--- config.mk ---
export PLATFORM = sky130hd
export DESIGN_NAME = kulisch_accumulator
export DESIGN_NICKNAME = d
export VERILOG_FILES = /design/src/rtl/kulisch_accumulator.sv
export SDC_FILE = /design/constraint.sdc
export NUM_CORES = 1
export LEC_CHECK = 0
export ABC_CLOCK_PERIOD_IN_PS = 3500
export CORE_ASPECT_RATIO = 0.5
export CORE_MARGIN = 3
export CORE_UTILIZATION = 50
export DETAILED_ROUTE_END_ITERATION = 16
export MAX_ROUTING_LAYER = met4
export PLACE_DENSITY_LB_ADDON = 0.05
export SYNTH_ARGS = -nofsm -noshare
export SYNTH_HDL_FRONTEND = slang
export SYNTH_SLANG_ARGS = --single-unit
--- constraint.sdc ---
create_clock -name clock -period 3.5 [get_ports clock]
set_input_delay 0.7 -clock clock [delete_from_list [all_inputs] [get_ports clock]]
set_output_delay 0.7 -clock clock [all_outputs]
set_load 0.01 [all_outputs]
--- src/rtl/kulisch_accumulator.sv ---
// kulisch_accumulator
//   Fixed-point (Kulisch-style) accumulator. Sums a stream of aligned
//   two's-complement addends and emits one snapshot per stream on the beat
//   flagged last. Tracks sticky infinity, sticky overflow with the sign of
//   the first overflow, and a saturating beat count.
//
// Ports
//   clock, resetn         : clock, asynchronous active-low reset
//   in_valid/in_ready     : addend handshake
//   in_bits               : signed addend, binary point at ACC_FRAC
//   in_isInf              : addend is infinite (poisons the stream)
//   in_last               : final beat of the stream
//   out_valid/out_ready   : snapshot handshake
//   out_bits              : signed accumulated sum
//   out_isInf             : any beat in the stream was infinite
//   out_isOverflow        : sum left the representable range
//   out_overflowSign      : direction of the first overflow (1 = negative)
//   out_count             : beats in the stream, saturating at all-ones
module kulisch_accumulator #(
  parameter int ACC_NON_FRAC = 16,
  parameter int ACC_FRAC     = 16,
  parameter int COUNT_BITS   = 8
) (
  input  logic                             clock,
  input  logic                             resetn,
  input  logic                             in_valid,
  output logic                             in_ready,
  input  logic [ACC_NON_FRAC+ACC_FRAC:0]   in_bits,
  input  logic                             in_isInf,
  input  logic                             in_last,
  output logic                             out_valid,
  input  logic                             out_ready,
  output logic [ACC_NON_FRAC+ACC_FRAC:0]   out_bits,
  output logic                             out_isInf,
  output logic                             out_isOverflow,
  output logic                             out_overflowSign,
  output logic [COUNT_BITS-1:0]            out_count
);

  localparam int TOTAL_ACC = 1 + ACC_NON_FRAC + ACC_FRAC;
  localparam int MSB       = TOTAL_ACC - 1;

  // Running stream state
  logic [MSB:0]            acc_q, acc_d;
  logic                    inf_q, inf_d;
  logic                    ovf_q, ovf_d;
  logic                    ovf_sign_q, ovf_sign_d;
  logic [COUNT_BITS-1:0]   count_q, count_d;

  // Snapshot registers
  logic                    out_valid_q, out_valid_d;
  logic [MSB:0]            out_bits_q, out_bits_d;
  logic                    out_inf_q, out_inf_d;
  logic                    out_ovf_q, out_ovf_d;
  logic                    out_sign_q, out_sign_d;
  logic [COUNT_BITS-1:0]   out_count_q, out_count_d;

  // Per-beat combinational results
  logic                    in_fire;
  logic                    out_fire;
  logic [MSB:0]            sum;
  logic                    this_ovf;
  logic                    ovf_next;
  logic                    sign_next;
  logic                    inf_next;
  logic [COUNT_BITS-1:0]   count_next;

  always_comb begin
    in_ready = !out_valid_q || out_ready;
    in_fire  = in_valid && in_ready;
    out_fire = out_valid_q && out_ready;

    sum      = acc_q + in_bits;
    // Equal operand signs with a differing result sign means wraparound.
    this_ovf = (acc_q[MSB] == in_bits[MSB]) && (sum[MSB] != acc_q[MSB]);
    ovf_next = ovf_q | this_ovf;
    // Only the first overflow of the stream decides the reported direction.
    if (ovf_q) begin
      sign_next = ovf_sign_q;
    end else if (this_ovf) begin
      sign_next = in_bits[MSB];
    end else begin
      sign_next = 1'b0;
    end
    inf_next   = inf_q | in_isInf;
    count_next = (count_q == '1) ? count_q : count_q + COUNT_BITS'(1);

    acc_d       = acc_q;
    inf_d       = inf_q;
    ovf_d       = ovf_q;
    ovf_sign_d  = ovf_sign_q;
    count_d     = count_q;
    out_valid_d = out_valid_q;
    out_bits_d  = out_bits_q;
    out_inf_d   = out_inf_q;
    out_ovf_d   = out_ovf_q;
    out_sign_d  = out_sign_q;
    out_count_d = out_count_q;

    if (out_fire) begin
      out_valid_d = 1'b0;
    end

    if (in_fire) begin
      if (in_last) begin
        // Last beat: result goes straight to the snapshot, stream state clears.
        // A snapshot being consumed in the same cycle is simply replaced.
        out_valid_d = 1'b1;
        out_bits_d  = sum;
        out_inf_d   = inf_next;
        out_ovf_d   = ovf_next;
        out_sign_d  = sign_next;
        out_count_d = count_next;
        acc_d       = '0;
        inf_d       = 1'b0;
        ovf_d       = 1'b0;
        ovf_sign_d  = 1'b0;
        count_d     = '0;
      end else begin
        acc_d      = sum;
        inf_d      = inf_next;
        ovf_d      = ovf_next;
        ovf_sign_d = sign_next;
        count_d    = count_next;
      end
    end
  end

  always_ff @(posedge clock or negedge resetn) begin
    if (!resetn) begin
      acc_q       <= '0;
      inf_q       <= 1'b0;
      ovf_q       <= 1'b0;
      ovf_sign_q  <= 1'b0;
      count_q     <= '0;
      out_valid_q <= 1'b0;
      out_bits_q  <= '0;
      out_inf_q   <= 1'b0;
      out_ovf_q   <= 1'b0;
      out_sign_q  <= 1'b0;
      out_count_q <= '0;
    end else begin
      acc_q       <= acc_d;
      inf_q       <= inf_d;
      ovf_q       <= ovf_d;
      ovf_sign_q  <= ovf_sign_d;
      count_q     <= count_d;
      out_valid_q <= out_valid_d;
      out_bits_q  <= out_bits_d;
      out_inf_q   <= out_inf_d;
      out_ovf_q   <= out_ovf_d;
      out_sign_q  <= out_sign_d;
      out_count_q <= out_count_d;
    end
  end

  assign out_valid        = out_valid_q;
  assign out_bits         = out_bits_q;
  assign out_isInf        = out_inf_q;
  assign out_isOverflow   = out_ovf_q;
  assign out_overflowSign = out_sign_q;
  assign out_count        = out_count_q;

endmodule
==> metrics.txt, run 1 <==
post-synthesis compound-gate area fraction 0.2175; Peak supply drop 0.0004586 V; fin cells 811; first-pass GRT wire length 22140 um; CTS H-tree depth 3; Synth Area per Inst 9.016 sq um; Setup Viol. Count Final 0; fraction of registers with async set/reset 1.000; clock root buffer clkbuf_16; crit path DAT 3430 ps; largest family of logic cells by synthesized area compound AO/OA/AOI/OAI gates; largest net degree at the start of global routing 48; Die H 78.44 um; Synth Flop Type dfrtp_1; worst hold path type input port to asynchronous set/reset pin; MaxCap Viol Count 0; Iter 0 DRT Violations 221; status completed; nets 744; PwrDens 849.6 nW/um^2; Remaining Overflow, GRT 0; post-cts sizing count 0; simple-gate share of the synthesized area 0.1609; syn_nets 655; EDFF count, synth 0; Sink Count 89; top fanout value on the critical path 3; RR Endpoint out_bits[29]; Antenna Violating Nets Remaining 0; Post-CTS Setup Bufs 0; Fin. Hold Viols 0; Worst setup EP type register; drt via density 5.575; CTS tree built; post-synthesis cell area 5248 sq um; DIE WIDTH 150.9 um; die area 11840 sq um; adder-cell share of the synthesized area 0.08250; slew margin rel. 0.5645; Fillers 854; Pre-antenna DRT Iters 5; commonest cells after routing, fill and taps aside 105 x nand2_1, 89 x dfrtp_1, 83 x clkdlybuf4s50_1, 54 x o21ai_0, 42 x a21oi_1; Residual DRC 0; footprint of the multi-input gates 2865 sq um; vias in the first global route 4465; post-synthesis xor/xnor area fraction 0.05675; placed insts 795; Lkg Pwr 2.977 nW; Reg2Reg Depth 9; CP Data Required Time 3730 ps; RSZ-0062 raised after global routing false; Clk Latency, worst-skew pair 340 ps; share of cells above drive strength 1 0.08432; CP startpoint kind input port; fin util 0.6754; dpl hpwl 9690 um; Core Area 9822 sq um; DRT Wirelength 13220 um; CTS buffer count 9; area leader, netlist dfrtp_1; num ports 85; commonest non-fill, non-tap cell in the layout nand2_1; ANT cells 0; hold_buf cts 0; Synth Instances 582; Reg area 2227 sq um; FP Rows 25; Clock Path Buffers 2; routed vias 4521; number of library cell types mapped by synthesis 58; sequential fraction of the synthesis area 0.4244; register-to-register setup slack 730 ps; GP Congestion 0.8988; Initial Utilization 0.5343; worst-margin pin slew 653.3 ps; Final Max Tran Viols 0; most area-consuming cells after synthesis dfrtp_1 42%, ha_1 7.9%, nand2_1 7.6%; worst r2r src acc_q[3]; flops & latches, synth 89; WL/cell 16.31 um; port bufs 84; initial antenna violation count 0; top cell type's share of synthesized area 0.4244; Synth Warn # 0; Worst Clk Skew 7.626 ps; fmax 312.2 MHz; Syn-to-layout area delta 26.42%; final worst-path cycle share 0.9151; WS Path Type input port to register; multiplexer area fraction after synthesis 0.02790; Worst-path clk slew 70 ps; gr usage total 0.2415; Final min period 3203 ps
synthesized netlist by cell type, drive strengths merged (3+ instances only):
cell    number
a211oi       5
a21o         9
a21oi       44
a22o        15
a31oi        9
and2         4
and3         5
buf          4
clkbuf      21
dfrtp       89
ha          33
inv         14
mux2        10
mux2i        3
nand2      106
nand2b       7
nand3        9
nand3b       3
nand4        5
nor2        34
nor3         8
o211ai       6
o21a         4
o21ai       65
o21bai       4
o31ai        7
or3          3
xnor2       19
xor2        15
cell type report:
type	instances	area share
Clock buffer	9	0.03395
Clock inverter	7	0.01528
Inverter	14	0.007922
Multi-Input combinational cell	454	0.4319
Sequential cell	89	0.3357
Tap cell	135	0.02546
Timing Repair Buffer	103	0.1498
worst max-delay path by stage:
stage                      startpoint           end  slack (ps)  cells after the start
after floorplan           in_bits[14]  out_bits[29]         710                      9
after global placement     in_bits[0]  out_bits[28]          70                     12
after detailed placement   in_bits[0]  out_bits[28]         -10                     12
after CTS                  in_bits[0]  out_bits[28]         340                     12
after global routing       in_bits[0]     acc_q[30]         160                     12
final                      in_bits[1]  out_bits[29]         300                     10
where the power goes:
part / internal, mW / total (mW) / leakage [nW] / switching [mW]
Clock: 0.632 / 1.06 / 0.153 / 0.431
Sequential: 1.44 / 1.69 / 1.12 / 0.255
Combinational: 1.38 / 2.88 / 1.70 / 1.51
Total: 3.44 / 5.64 / 2.98 / 2.19
critical path: stages:
cell and delay, ps:
clkdlybuf4s50_1 440, ha_1 320, a211oi_1 360, o21ai_1 170
nand4_1 180, a21oi_1 220, o31ai_2 410, a21oi_1 170
xor2_1 180, mux2_2 270
logic make-up after synthesis:
kind of cell / after synthesis
adders and majority gates: 34
DFF: 89
xor gates and xnor gates: 34
buffers and inverters: 39
AOI/OAI and AO/OA: 181
and+or+nand+nor: 192
muxes: 13
flip-flops by register name, indices dropped and copies added (netlist names), 8 cells and up:
| signal | count |
|---|---|
| acc_q | 33 |
| out_bits | 33 |
| count_q | 8 |
| out_count | 8 |
per-stage QoR:
step	total power, mW	TNS [ps]	cell area [sq um]	worst slack (ps)	hold slack (ps)
final	5.636	0	6634	297.0	349.3
after floorplan	3.559	0	5248	713.0	404.4
after global routing	6.082	0	6634	156.7	404.9
after global placement	4.515	0	6307	65.75	461.4
after detailed placement	4.554	-14.17	6307	-14.17	460.5
after CTS	5.642	0	6634	336.2	393.5
layer usage:
metal,wire length (um),global-route usage,vias up,share of wire
met5,0,-,-,0
met2,5859,0.3713,112,0.44
met4,91,0.04521,0,0.0069
li1,-,-,2240,-
met1,6684,0.3365,2159,0.51
met3,589,0.04844,10,0.045
Note: power is estimated with default switching activity, not from simulation.
==> run 2, diff against run 1 <==
HOLD_SLACK_MARGIN = 0.06   (was default)
==> results of run 2 <==
Same layout as run 1: the final DEF is identical, and so are final timing and power.
==> run 3, diff against run 2 <==
--- a/config.mk
+++ b/config.mk
@@ -13,5 +13,5 @@
 export HOLD_SLACK_MARGIN = 0.06
 export MAX_ROUTING_LAYER = met4
-export PLACE_DENSITY_LB_ADDON = 0.05
+export PLACE_DENSITY = 0.84
 export SYNTH_ARGS = -nofsm -noshare
 export SYNTH_HDL_FRONTEND = slang
==> constraint.sdc (replaced) <==
create_clock -name clock -period 3.5 [get_ports clock]
set_input_delay 0.875 -clock clock [delete_from_list [all_inputs] [get_ports clock]]
set_output_delay 0.875 -clock clock [all_outputs]
set_load 0.01 [all_outputs]
==> run 3 against run 2 <==
Clock power fell by 10%. Cell count grew 0.99%. Utilization rose by 0.20 points. Critical path type unchanged. Critical endpoint is now out_bits[31]. Count of clock-buffer cells in the layout unchanged. Maximum frequency is 3.1% lower. Largest power group unchanged.
==> metrics.txt, run 3 (synthesis results as in run 1) <==
Antenna Violating Nets Remaining 0 (unchanged); end of the worst hold path out_bits[5]; drt via density 5.697 (+2.2%); Met1 Wirelength 6296 um (-5.8%); Remaining Overflow, GRT 0 (unchanged); slew margin rel. 0.4763 (-0.08816); Syn-to-layout area delta 26.80%; ANT cells 0 (unchanged); first-pass GRT wire length 22340 um (+0.90%); initial antenna violation count 0 (unchanged); Iter 0 DRT Violations 269 (+22%); commonest cells after routing, fill and taps aside 105 x nand2_1, 89 x dfrtp_1, 83 x clkdlybuf4s50_1, 54 x o21ai_0, 42 x a21oi_1; Worst setup EP type register; crit path buf inv count 1 (unchanged); Post-Layout Inst Area 6654 sq um (+0.30%); die area 11840 sq um (unchanged); Cell Area, Placed 6355 sq um (+0.75%); delay-heaviest family, CP compound AO/OA/AOI/OAI gates; RSZ-0062 raised after global routing false; Die H 78.44 um (unchanged); largest net degree at the start of global routing 61 (+27%); Reg area 2227 sq um (unchanged); Final min period 3307 ps (+103.8 ps); Critical Path, Cell by Cell clkdlybuf4s50_1 > ha_1 > a211oi_1 > o21ai_1 > nand4_1 > a21oi_1 > o31ai_4 > o21ai_1 > xor2_1 > mux2_2; vias in the first global route 4578 (+2.5%); Crit path largest cell delay 440 ps (about the same); register-to-register setup slack 800 ps (+70 ps); fmax 302.4 MHz (-3.1%); placed insts 803 (+1.0%); final worst-path cycle share 0.9448 (+0.02967); Setup Viol. Count Final 0 (unchanged); DIE WIDTH 150.9 um (unchanged); CTS tree built; top fanout value on the critical path 3 (unchanged); fin cells 819 (+0.99%); Worst Clk Skew 6.101 ps (-1.525 ps); hold path start out_bits[5]; pre-CTS setup slack -84.05 ps (-69.88 ps); Lkg Pwr 3.001 nW (+0.81%); DRT Wirelength 13160 um (-0.51%); Worst-path clk slew 70 ps (about the same); dpl hpwl 9465 um (-2.3%); Core Area 9822 sq um (unchanged); WL/cell 16.06 um (-1.5%); footprint of the multi-input gates 2867 sq um (about the same); MaxCap Viol Count 0 (unchanged); routed vias 4666 (+3.2%); clock root buffer clkbuf_16; Sink Count 89 (unchanged); Clk Latency, worst-skew pair 350 ps (about the same); hold depth 2; Fillers 798 (-6.6%); hold_buf cts 0 (unchanged); RR Endpoint out_bits[31]; commonest non-fill, non-tap cell in the layout nand2_1; CP most frequent cell o21ai_1; worst hold path type register to register; top sig layer met4; GP Congestion 0.9476 (+5.4%); final setup margin 193.1 ps (-103.8 ps); CP startpoint kind input port; Residual DRC 0 (unchanged); Pre-antenna DRT Iters 5 (unchanged); FP Rows 25 (unchanged); Reg2Reg Depth 10 (+1); CTS buffer count 9 (unchanged); PwrDens 844.5 nW/um^2 (-0.59%); status completed; Peak supply drop 0.0003500 V (-24%); WS Path Type input port to register; Setup TNS 0 ps (unchanged); CP Data Required Time 3730 ps (about the same); worst-margin pin slew 785.5 ps (+132.2 ps); critical path's slowest cell clkdlybuf4s50_1; nets 752 (+1.1%); Clock Path Buffers 2 (unchanged); share of cells above drive strength 1 0.09649 (+0.01217); port bufs 84 (unchanged); crit path DAT 3540 ps (+110 ps); Initial Utilization 0.5343 (unchanged); WL met2 5980 um (+2.1%); met3 WL 651 um (+11%); gr usage total 0.2418 (+0.0003793); num ports 85 (unchanged); CTS H-tree depth 3 (unchanged); worst r2r src acc_q[0]; Final Max Tran Viols 0 (unchanged); Fin. Hold Viols 0 (unchanged)
run 3: cell count changes in the layout (fill, tap and decap cells not counted), sizes merged:
cell      previous run  this run
buf                 20        28
clkinv               1         2
clkinvlp             2         1
inv                 16        18
bufinv               2         0
run 3: how the worst max path moves through the flow:
stage	slack [ps]	endpoint	start	depth (start not counted)
after floorplan	540	out_bits[29]	in_bits[14]	9
after global placement	-30	out_bits[31]	in_bits[1]	10
after detailed placement	-80	out_bits[31]	in_bits[1]	10
after CTS	270	out_bits[28]	in_bits[0]	12
after global routing	30	acc_q[30]	in_bits[0]	12
final	190	out_bits[31]	in_bits[1]	10
run 3: final cells by class:
| class | instances | area share |
|---|---|---|
| Clock buffer | 9 | 0.03385 |
| Multi-Input combinational cell | 454 | 0.4308 |
| Clock inverter | 7 | 0.01091 |
| Timing Repair Buffer | 111 | 0.1565 |
| Sequential cell | 89 | 0.3347 |
| Inverter | 14 | 0.007898 |
| Tap cell | 135 | 0.02539 |
run 3: report_power, final:
group / leakage (nW) / switching (mW) / internal (mW)
logic: 1.73 / 1.54 / 1.44
clock network: 0.143 / 0.450 / 0.503
registers: 1.12 / 0.253 / 1.44
run 3: per-stage QoR:
| stage | hold slack, ps | utilization | total power, mW |
|---|---|---|---|
| after CTS | 484.5 | 0.6773 | 5.629 |
| after floorplan | 442.8 | - | 3.559 |
| after global routing | 504.1 | 0.6775 | 6.080 |
| final | 479.0 | 0.6775 | 5.619 |
| after global placement | 458.8 | 0.6470 | 4.546 |
| after detailed placement | 466.7 | 0.6470 | 4.631 |
run 3: worst register-to-register path, cell delays in order, from the launching register on:
cell	delay [ps]
dfrtp_1	390
ha_1	210
buf_4	140
a211oi_1	300
o21ai_1	160
nand4_1	190
a21oi_1	210
o31ai_4	410
o21ai_1	140
xor2_1	170
mux2_2	270
run 3: what timing repair did:
action | 4_1_cts | 5_1_grt
setup endpoints to repair | 0 | 1
gates resized for setup | 0 | 1
hold endpoints to repair | 0 | 0
buffers inserted | 0 | 0
run 3: layer usage:
| layer | GRT usage | vias up |
|---|---|---|
| met1 | 0.3304 | 2251 |
| met3 | 0.04095 | 25 |
| met4 | 0.06510 | 0 |
| met2 | 0.3762 | 129 |
| li1 | - | 2261 |
| met5 | - | - |
